## config.mk

```make
export PLATFORM = sky130hd
export DESIGN_NAME = shift_ctrl_flat
export DESIGN_NICKNAME = d
export VERILOG_FILES = /design/src/rtl/shift_ctrl_if.sv /design/src/rtl/shift_ctrl.sv /design/src/flat_wrapper.sv
export SDC_FILE = /design/constraint.sdc
export NUM_CORES = 1
export LEC_CHECK = 0
export ABC_AREA = 1
export BUFFER_PORTS_ARGS = -buffer_cell sky130_fd_sc_hd__clkbuf_2
export CORE_UTILIZATION = 45
export CTS_CLUSTER_SIZE = 28
export DETAILED_ROUTE_END_ITERATION = 7
export GPL_TIMING_DRIVEN = 0
export PLACE_DENSITY = 0.77
export SYNTH_ARGS = -nofsm -noshare
export SYNTH_HDL_FRONTEND = slang
export SYNTH_SLANG_ARGS = --single-unit
```

## constraint.sdc

```tcl
create_clock -name clk -period 2.9 [get_ports clk]
set_clock_uncertainty 0.1 [all_clocks]
set_input_delay 0.145 -clock clk [delete_from_list [all_inputs] [get_ports clk]]
set_output_delay 0.145 -clock clk [all_outputs]
set_load 0.02 [all_outputs]
```

## src/rtl/shift_ctrl_if.sv

```systemverilog
// Bundle of the shift_ctrl control, chain and consumer signals.
// master = shift_ctrl itself, slave = the chain plus consumer environment.
interface shift_ctrl_if;
  logic       start;
  logic       abort;
  logic [7:0] chain_out;
  logic       chain_load;
  logic       chain_shift;
  // Consumer handshake: a byte moves when out_valid && out_ready are both 1
  // at a rising edge; out_data/out_valid hold while out_valid && !out_ready.
  logic [7:0] out_data;
  logic       out_valid;
  logic       out_ready;
  logic       busy;
  logic       done;
  logic [6:0] byte_cnt;
  logic [2:0] state_dbg;

  modport master (
    input  start, abort, chain_out, out_ready,
    output chain_load, chain_shift, out_data, out_valid, busy, done, byte_cnt, state_dbg
  );

  modport slave (
    output start, abort, chain_out, out_ready,
    input  chain_load, chain_shift, out_data, out_valid, busy, done, byte_cnt, state_dbg
  );
endinterface

```

## src/rtl/shift_ctrl.sv

```systemverilog
// Loads an external DEPTH-stage byte chain and streams its tail out over a valid/ready port.
// Define SHIFT_CTRL_LOOP_EN to reload and restream continuously until abort.
module shift_ctrl #(
  parameter int DEPTH = 32,
  parameter int GAP   = 0
) (
  input  logic         clk,
  input  logic         rst,
  shift_ctrl_if.master bus
);

  typedef enum logic [2:0] {
    S_IDLE     = 3'd0,
    S_LOAD     = 3'd1,
    S_PRESENT  = 3'd2,
    S_SHIFT    = 3'd3,
    S_GAP_WAIT = 3'd4,
    S_DONE     = 3'd5
  } state_t;

  localparam logic [6:0] DEPTH_LAST = 7'(DEPTH - 1);
  localparam logic [7:0] GAP_LOAD   = (GAP > 0) ? 8'(GAP - 1) : 8'd0;

  state_t     state;
  state_t     state_nx;
  logic [7:0] gap_cnt;
  logic       hs;

  assign hs            = (state == S_PRESENT) && bus.out_valid && bus.out_ready;
  assign bus.state_dbg = state;

  always_comb begin
    state_nx = state;
    case (state)
      S_IDLE:     if (bus.start) state_nx = S_LOAD;
      S_LOAD:     state_nx = S_PRESENT;
      S_PRESENT:  if (hs) state_nx = (bus.byte_cnt == DEPTH_LAST) ? S_DONE : S_SHIFT;
      S_SHIFT:    state_nx = (GAP > 0) ? S_GAP_WAIT : S_PRESENT;
      S_GAP_WAIT: if (gap_cnt == 8'd0) state_nx = S_PRESENT;
      S_DONE: begin
`ifdef SHIFT_CTRL_LOOP_EN
        state_nx = S_LOAD;
`else
        state_nx = S_IDLE;
`endif
      end
      default:    state_nx = S_IDLE;
    endcase
    // abort overrides everything, including a start seen in IDLE
    if (bus.abort) state_nx = S_IDLE;
  end

  // Outputs are registered from the next state so they line up with the state register.
  always_ff @(posedge clk) begin
    if (rst) begin
      state           <= S_IDLE;
      gap_cnt         <= 8'd0;
      bus.byte_cnt    <= 7'd0;
      bus.out_data    <= 8'd0;
      bus.out_valid   <= 1'b0;
      bus.chain_load  <= 1'b0;
      bus.chain_shift <= 1'b0;
      bus.busy        <= 1'b0;
      bus.done        <= 1'b0;
    end else begin
      state           <= state_nx;
      bus.out_valid   <= (state_nx == S_PRESENT);
      bus.chain_load  <= (state_nx == S_LOAD);
      bus.chain_shift <= (state_nx == S_SHIFT);
      bus.busy        <= (state_nx != S_IDLE);
      bus.done        <= (state_nx == S_DONE);

      if (state_nx == S_LOAD) begin
        bus.byte_cnt <= 7'd0;
      end else if (hs && !bus.abort) begin
        bus.byte_cnt <= bus.byte_cnt + 7'd1;
      end

      if ((state_nx == S_PRESENT) && (state != S_PRESENT)) begin
        bus.out_data <= bus.chain_out;
      end

      if (state == S_SHIFT) begin
        gap_cnt <= GAP_LOAD;
      end else if ((state == S_GAP_WAIT) && (gap_cnt != 8'd0)) begin
        gap_cnt <= gap_cnt - 8'd1;
      end
    end
  end

endmodule

```

## src/flat_wrapper.sv

```systemverilog
// flat-port wrapper written by rule: the top's interface ports become plain ports
module shift_ctrl_flat 
#(
  parameter int DEPTH = 32,
  parameter int GAP   = 0
)
  (clk, rst, bus_start, bus_abort, bus_chain_out, bus_out_ready, bus_chain_load, bus_chain_shift, bus_out_data, bus_out_valid, bus_busy, bus_done, bus_byte_cnt, bus_state_dbg);
  shift_ctrl_if bus_i ();
  input  logic clk;
  input  logic rst;
  input wire logic [$bits(bus_i.start)-1:0] bus_start;
  input wire logic [$bits(bus_i.abort)-1:0] bus_abort;
  input wire logic [$bits(bus_i.chain_out)-1:0] bus_chain_out;
  input wire logic [$bits(bus_i.out_ready)-1:0] bus_out_ready;
  output wire logic [$bits(bus_i.chain_load)-1:0] bus_chain_load;
  output wire logic [$bits(bus_i.chain_shift)-1:0] bus_chain_shift;
  output wire logic [$bits(bus_i.out_data)-1:0] bus_out_data;
  output wire logic [$bits(bus_i.out_valid)-1:0] bus_out_valid;
  output wire logic [$bits(bus_i.busy)-1:0] bus_busy;
  output wire logic [$bits(bus_i.done)-1:0] bus_done;
  output wire logic [$bits(bus_i.byte_cnt)-1:0] bus_byte_cnt;
  output wire logic [$bits(bus_i.state_dbg)-1:0] bus_state_dbg;
  assign bus_i.start = bus_start;
  assign bus_i.abort = bus_abort;
  assign bus_i.chain_out = bus_chain_out;
  assign bus_i.out_ready = bus_out_ready;
  assign bus_chain_load = bus_i.chain_load;
  assign bus_chain_shift = bus_i.chain_shift;
  assign bus_out_data = bus_i.out_data;
  assign bus_out_valid = bus_i.out_valid;
  assign bus_busy = bus_i.busy;
  assign bus_done = bus_i.done;
  assign bus_byte_cnt = bus_i.byte_cnt;
  assign bus_state_dbg = bus_i.state_dbg;
  shift_ctrl #(.DEPTH(DEPTH), .GAP(GAP)) u_core (.clk(clk), .rst(rst), .bus(bus_i));
endmodule
```

After elaboration in Yosys (flattened, before gate mapping). Index checks and enable logic that the tools add are counted.

$add $sub $neg: 2. Eq/ne operators: 10. Multiplexer cells: 6. Reductions and logical operators: 13.

Operators with widths (count): 3-bit 2-to-1 mux (5); 3-bit by 2-bit equality test with 1-bit output, second input constant (4); 3-bit one-hot mux with 4 select lines (1); 8-bit zero test (1); 8-bit nonzero test (1); 8-bit by 1-bit subtractor with 8-bit output, second input constant (1); 7-bit by 1-bit adder with 7-bit output, second input constant (1); 7-bit by 5-bit equality test with 1-bit output, second input constant (1); 3-bit by 1-bit equality test with 1-bit output, second input constant (2); 3-bit equality test, second input constant (2); 2-bit OR reduction (3); 1-bit logical AND (5); 3-bit zero test (1); 3-bit by 2-bit inequality test with 1-bit output, second input constant (1); 3-bit nonzero test (1); 1-bit zero test (1).

Register bits: 31. Logic and storage cells: 40. Input bits: 13. Output and inout bits: 23.

Longest topological paths before layout.
Depth in word-level cells: 8. Mapped depth: 11. Gate-level depth less buffers: 10.

Least setup slack after synthesis. OpenSTA, ideal clock, no wires.

Path kind: register to register. Start point: register u_core.bus.byte_cnt[0]. End point: register u_core.bus.byte_cnt[4]. Data arrival time: 1.503 ns. Period minus slack after synthesis: 1.719 ns. Setup time: 0.117 ns. Stages on the path, launching flop included: 12. Buffers on the path: 1. Required time: 2.683 ns. Path slack: 1.181 ns. Cells stage by stage: dfxtp_1 > ha_1 > nand3_1 > nor2_1 > nand2_1 > nand2_1 > nand2_2 > buf_6 > inv_4 > nand3_4 > nand2_4 > nor2_2.

Word-level cells in the longest chain between the ends: 7. Elaborated cells between the ends (all ways): 8. Those cells by class: add/sub (1); eq/ne (2); mux (4); reduce/logical (1).

Ends and longest elaborated chain: start, declared (line shift_ctrl_if.sv:21) `output chain_load, chain_shift, out_data, out_valid, busy, done, byte_cnt, state_dbg`; start signal, assigned (line shift_ctrl.sv:76) `bus.byte_cnt <= bus.byte_cnt + 7'd1;`; 7-bit by 5-bit equality test with 1-bit output (line shift_ctrl.sv:37) `S_PRESENT: if (hs) state_nx = (bus.byte_cnt == DEPTH_LAST) ? S_DONE : S_SHIFT;`; 3-bit 2-to-1 mux (2 in a row) (line shift_ctrl.sv:37); 3-bit one-hot mux with 4 select lines (line shift_ctrl.sv:34) `case (state)`; 3-bit 2-to-1 mux (line shift_ctrl.sv:50) `if (bus.abort) state_nx = S_IDLE;`; 3-bit by 1-bit equality test with 1-bit output (line shift_ctrl.sv:73) `if (state_nx == S_LOAD) begin`; 2-bit OR reduction (no line).

Several ways; a longest one is shown, not always the timed one. A chain may end at the register's enable or synchronous reset.

Final worst setup path.
Start point: register u_core.bus.byte_cnt[0]. End point: register u_core.bus.byte_cnt[2].

Same word-level chain as after synthesis.

==> impl_metrics.csv <==
group,metric,value,unit
sta,min_period,1.77,ns
die,placementRows,21,
routing,dr.pass1.iters,4,
clocking,cts_resized,0,
die,die-area,0.00378,mm²
routing,routedWlPerCell,9.57,µm
clocking,clock_sinks,31,
sta,worst_pin_slew,0.487,ns
grt,grt_pass1_vias,1160,
hold_path,whs_path_depth,4,
grt,grt-ovfl-total,0,
outcome,status,"finished clean",
grt,grt_max_degree,11,
sta,setup_viol,0,
sta,relSlewSlack,0.675,
sta,slew_violations,0,
layout,fin_nets,280,
clocking,numCtsBuffers,5,
placement,port_buffers,35,
routing,postRouteAntennaNets,0,
grt,grt_usage,0.180,
setup_path,crit_type,"register to register",
setup_path,cp.arrival,1.92,ns
setup_path,ff2ff_setup_slack,1.13,ns
clocking,cts_buffer_depth,2,
power_and_ir_drop,p_per_area,429,mW/mm²
die,die_h,61.4,µm
layout,drive_above_1_share,0.287,
setup_path,worstSetupStartpointType,"register",
die,die_w,61.4,µm
synthesis,yosys_warnings,0,
placement,pre_cts_slack,1.15,ns
synthesis,syn_avg_cell_area,7.20,µm²
die,initial_core_util,0.473,
sta,rsz0062_at_grt,"false",
routing,drc_errors,0,
routing,num_vias,1388,
layout,final_util,0.567,
routing,drtIter0Drc,27,
die,pin_count,36,
sta,hold_viol,0,
setup_path,endpoint_kind,"register",
grt,grt_pass1_wl,4860,µm
setup_path,required,3.05,ns
setup_path,crit_path_max_fanout,10,
synthesis,ys_types,29,
grt,antenna_found_initial,0,
layout,final_cells,311,
clocking,cts_setup_buffers,0,
routing,wirelength,2980,µm
sta,tns,0,ns
clocking,cts.root.buffer_cell,"clkbuf_4",
setup_path,reg2regPathDepth,11,
placement,place_congestion,0.764,
power_and_ir_drop,p_leak,0.935,nW
clocking,clk_latency,0.34,ns
synthesis,synth_seq_cells,31,
sta,fin_crit_sh,0.610,
run,cap_violations,0,
sta,clock.fmax,0.565,GHz
sta,finalWorstSetupSlack,1.13,ns
power_and_ir_drop,max-vdd-ir-drop,0.285,mV
hold_path,hold_path_class,"input pin to register",
layout,insertedDiodeCount,0,
power_and_ir_drop,power.total,818,µW
synthesis,synthCells,221,
clocking,path_clk_slew,0.11,ns
routing,vias_per_cell,4.46,
placement,place_hpwl,2250,µm
layout,syn_to_final_growth,19.8,%
clocking,cts_tree,"yes",
die,core_area,0.00336,mm²
clocking,ctsHtreeMaxLevel,2,
placement,dp_cells,302,
synthesis,netlist_area,0.00159,mm²
synthesis,synth-seq-area-share,0.390,
synthesis,synth_nets,237,
-- logic make-up (layout without fill, tap and decap cells) --
family,count (synthesis),after routing,share of synthesized area
AO/OA/AOI/OAI,11,11,0.0362
XOR/XNOR,6,6,0.0330
adder cells (fa/ha/maj),3,3,0.0236
buffers and inverters,54,98,0.139
flip-flops,31,31,0.390
AND/OR/NAND/NOR,116,116,0.378
-- routing by layer --
layer  vias to the layer above  GRT usage  routed length, µm
met5                         -          0                  0
met4                         0     0.0762                 57
met3                         6     0.0630                151
met2                        27      0.289               1400
met1                       607      0.219               1370
li1                        748          -                  -
-- critical path, cell delays in order (launching register included) --
cell,delay [ns]
dfxtp_1,0.42
ha_1,0.19
nand3_1,0.12
nor2_1,0.14
nand2_1,0.09
nand2_1,0.08
nand2_2,0.07
buf_6,0.15
inv_4,0.06
nand3_4,0.07
nand2_4,0.14
nor2_2,0.04
-- final timing paths --
path	startpoint	to
worst max-delay path	u_core.bus.byte_cnt[0]	u_core.bus.byte_cnt[2]
worst min-delay path	bus_abort	u_core.bus.chain_shift
worst max register to register	u_core.bus.byte_cnt[0]	u_core.bus.byte_cnt[2]
worst min register to register	u_core.gap_cnt[0]	u_core.gap_cnt[0]
-- flip-flops by register name, indices dropped and copies added, names as in the netlist --
register,flops
u_core.bus.out_data,8
u_core.bus.busy,1
u_core.bus.chain_load,1
u_core.gap_cnt,8
u_core.bus.byte_cnt,7
u_core.bus.out_valid,1
u_core.bus.done,1
u_core.bus.chain_shift,1
u_core.bus.state_dbg,3
-- stage by stage --
step | instance area, µm² | hold slack, ns
4_1_cts | 1910 | 0.0105
3_5_place_dp | 1820 | 0.292
5_1_grt | 1910 | 0.0237
2_1_floorplan | 1590 | 0.117
3_3_place_gp | 1820 | 0.291
6_report | 1910 | 0.0131
-- placed cells by master (no fill, tap or decap), types with 3 or more instances in the layout --
| master | n |
|---|---|
| nor2_1 | 25 |
| nand3_1 | 8 |
| nand2_1 | 44 |
| xnor2_1 | 4 |
| dfxtp_1 | 31 |
| ha_1 | 3 |
| inv_2 | 4 |
| clkbuf_4 | 5 |
| nor2_4 | 4 |
| clkbuf_2 | 35 |
| nand2_2 | 5 |
| nand4_1 | 9 |
| o21ai_1 | 3 |
| a21oi_1 | 6 |
| nor2_2 | 11 |
| inv_1 | 45 |
-- cell usage after synthesis (all sizes together) --
library cell	number	area, µm²
a211oi	1	7.51
a21oi	6	30.0
and3	1	6.26
buf	4	31.3
dfxtp	31	621
ha	3	37.5
inv	50	190
nand2	50	208
nand3	11	85.1
nand3b	1	7.51
nand4	9	56.3
nor2	40	208
nor3	2	10.0
nor3b	2	20.0
o21ai	4	20.0
xnor2	4	35.0
xor2	2	17.5
-- where the power goes --
group / switching [mW] / leakage (nW) / internal (mW)
sequential: 0.00398 / 0.251 / 0.433
clock: 0.160 / 0.0375 / 0.142
combinational: 0.0507 / 0.646 / 0.0281
total: 0.215 / 0.935 / 0.603
-- cell type report --
cell class	count	area, µm²
Fill cell	358	1460
Multi-Input combinational cell	136	748
Sequential cell	31	621
Inverter	50	190
Timing Repair Buffer	36	185
Clock buffer	7	65.1
Tap cell	46	57.6
Buffer	4	31.3
Clock inverter	1	7.51
-- what timing repair did --
item | in CTS | in global routing
endpoints found under the setup margin | 0 | 0
hold buffers | 1 | 0
hold endpoints to repair | 5 | 0
Note: power is estimated with default switching activity, not from simulation.
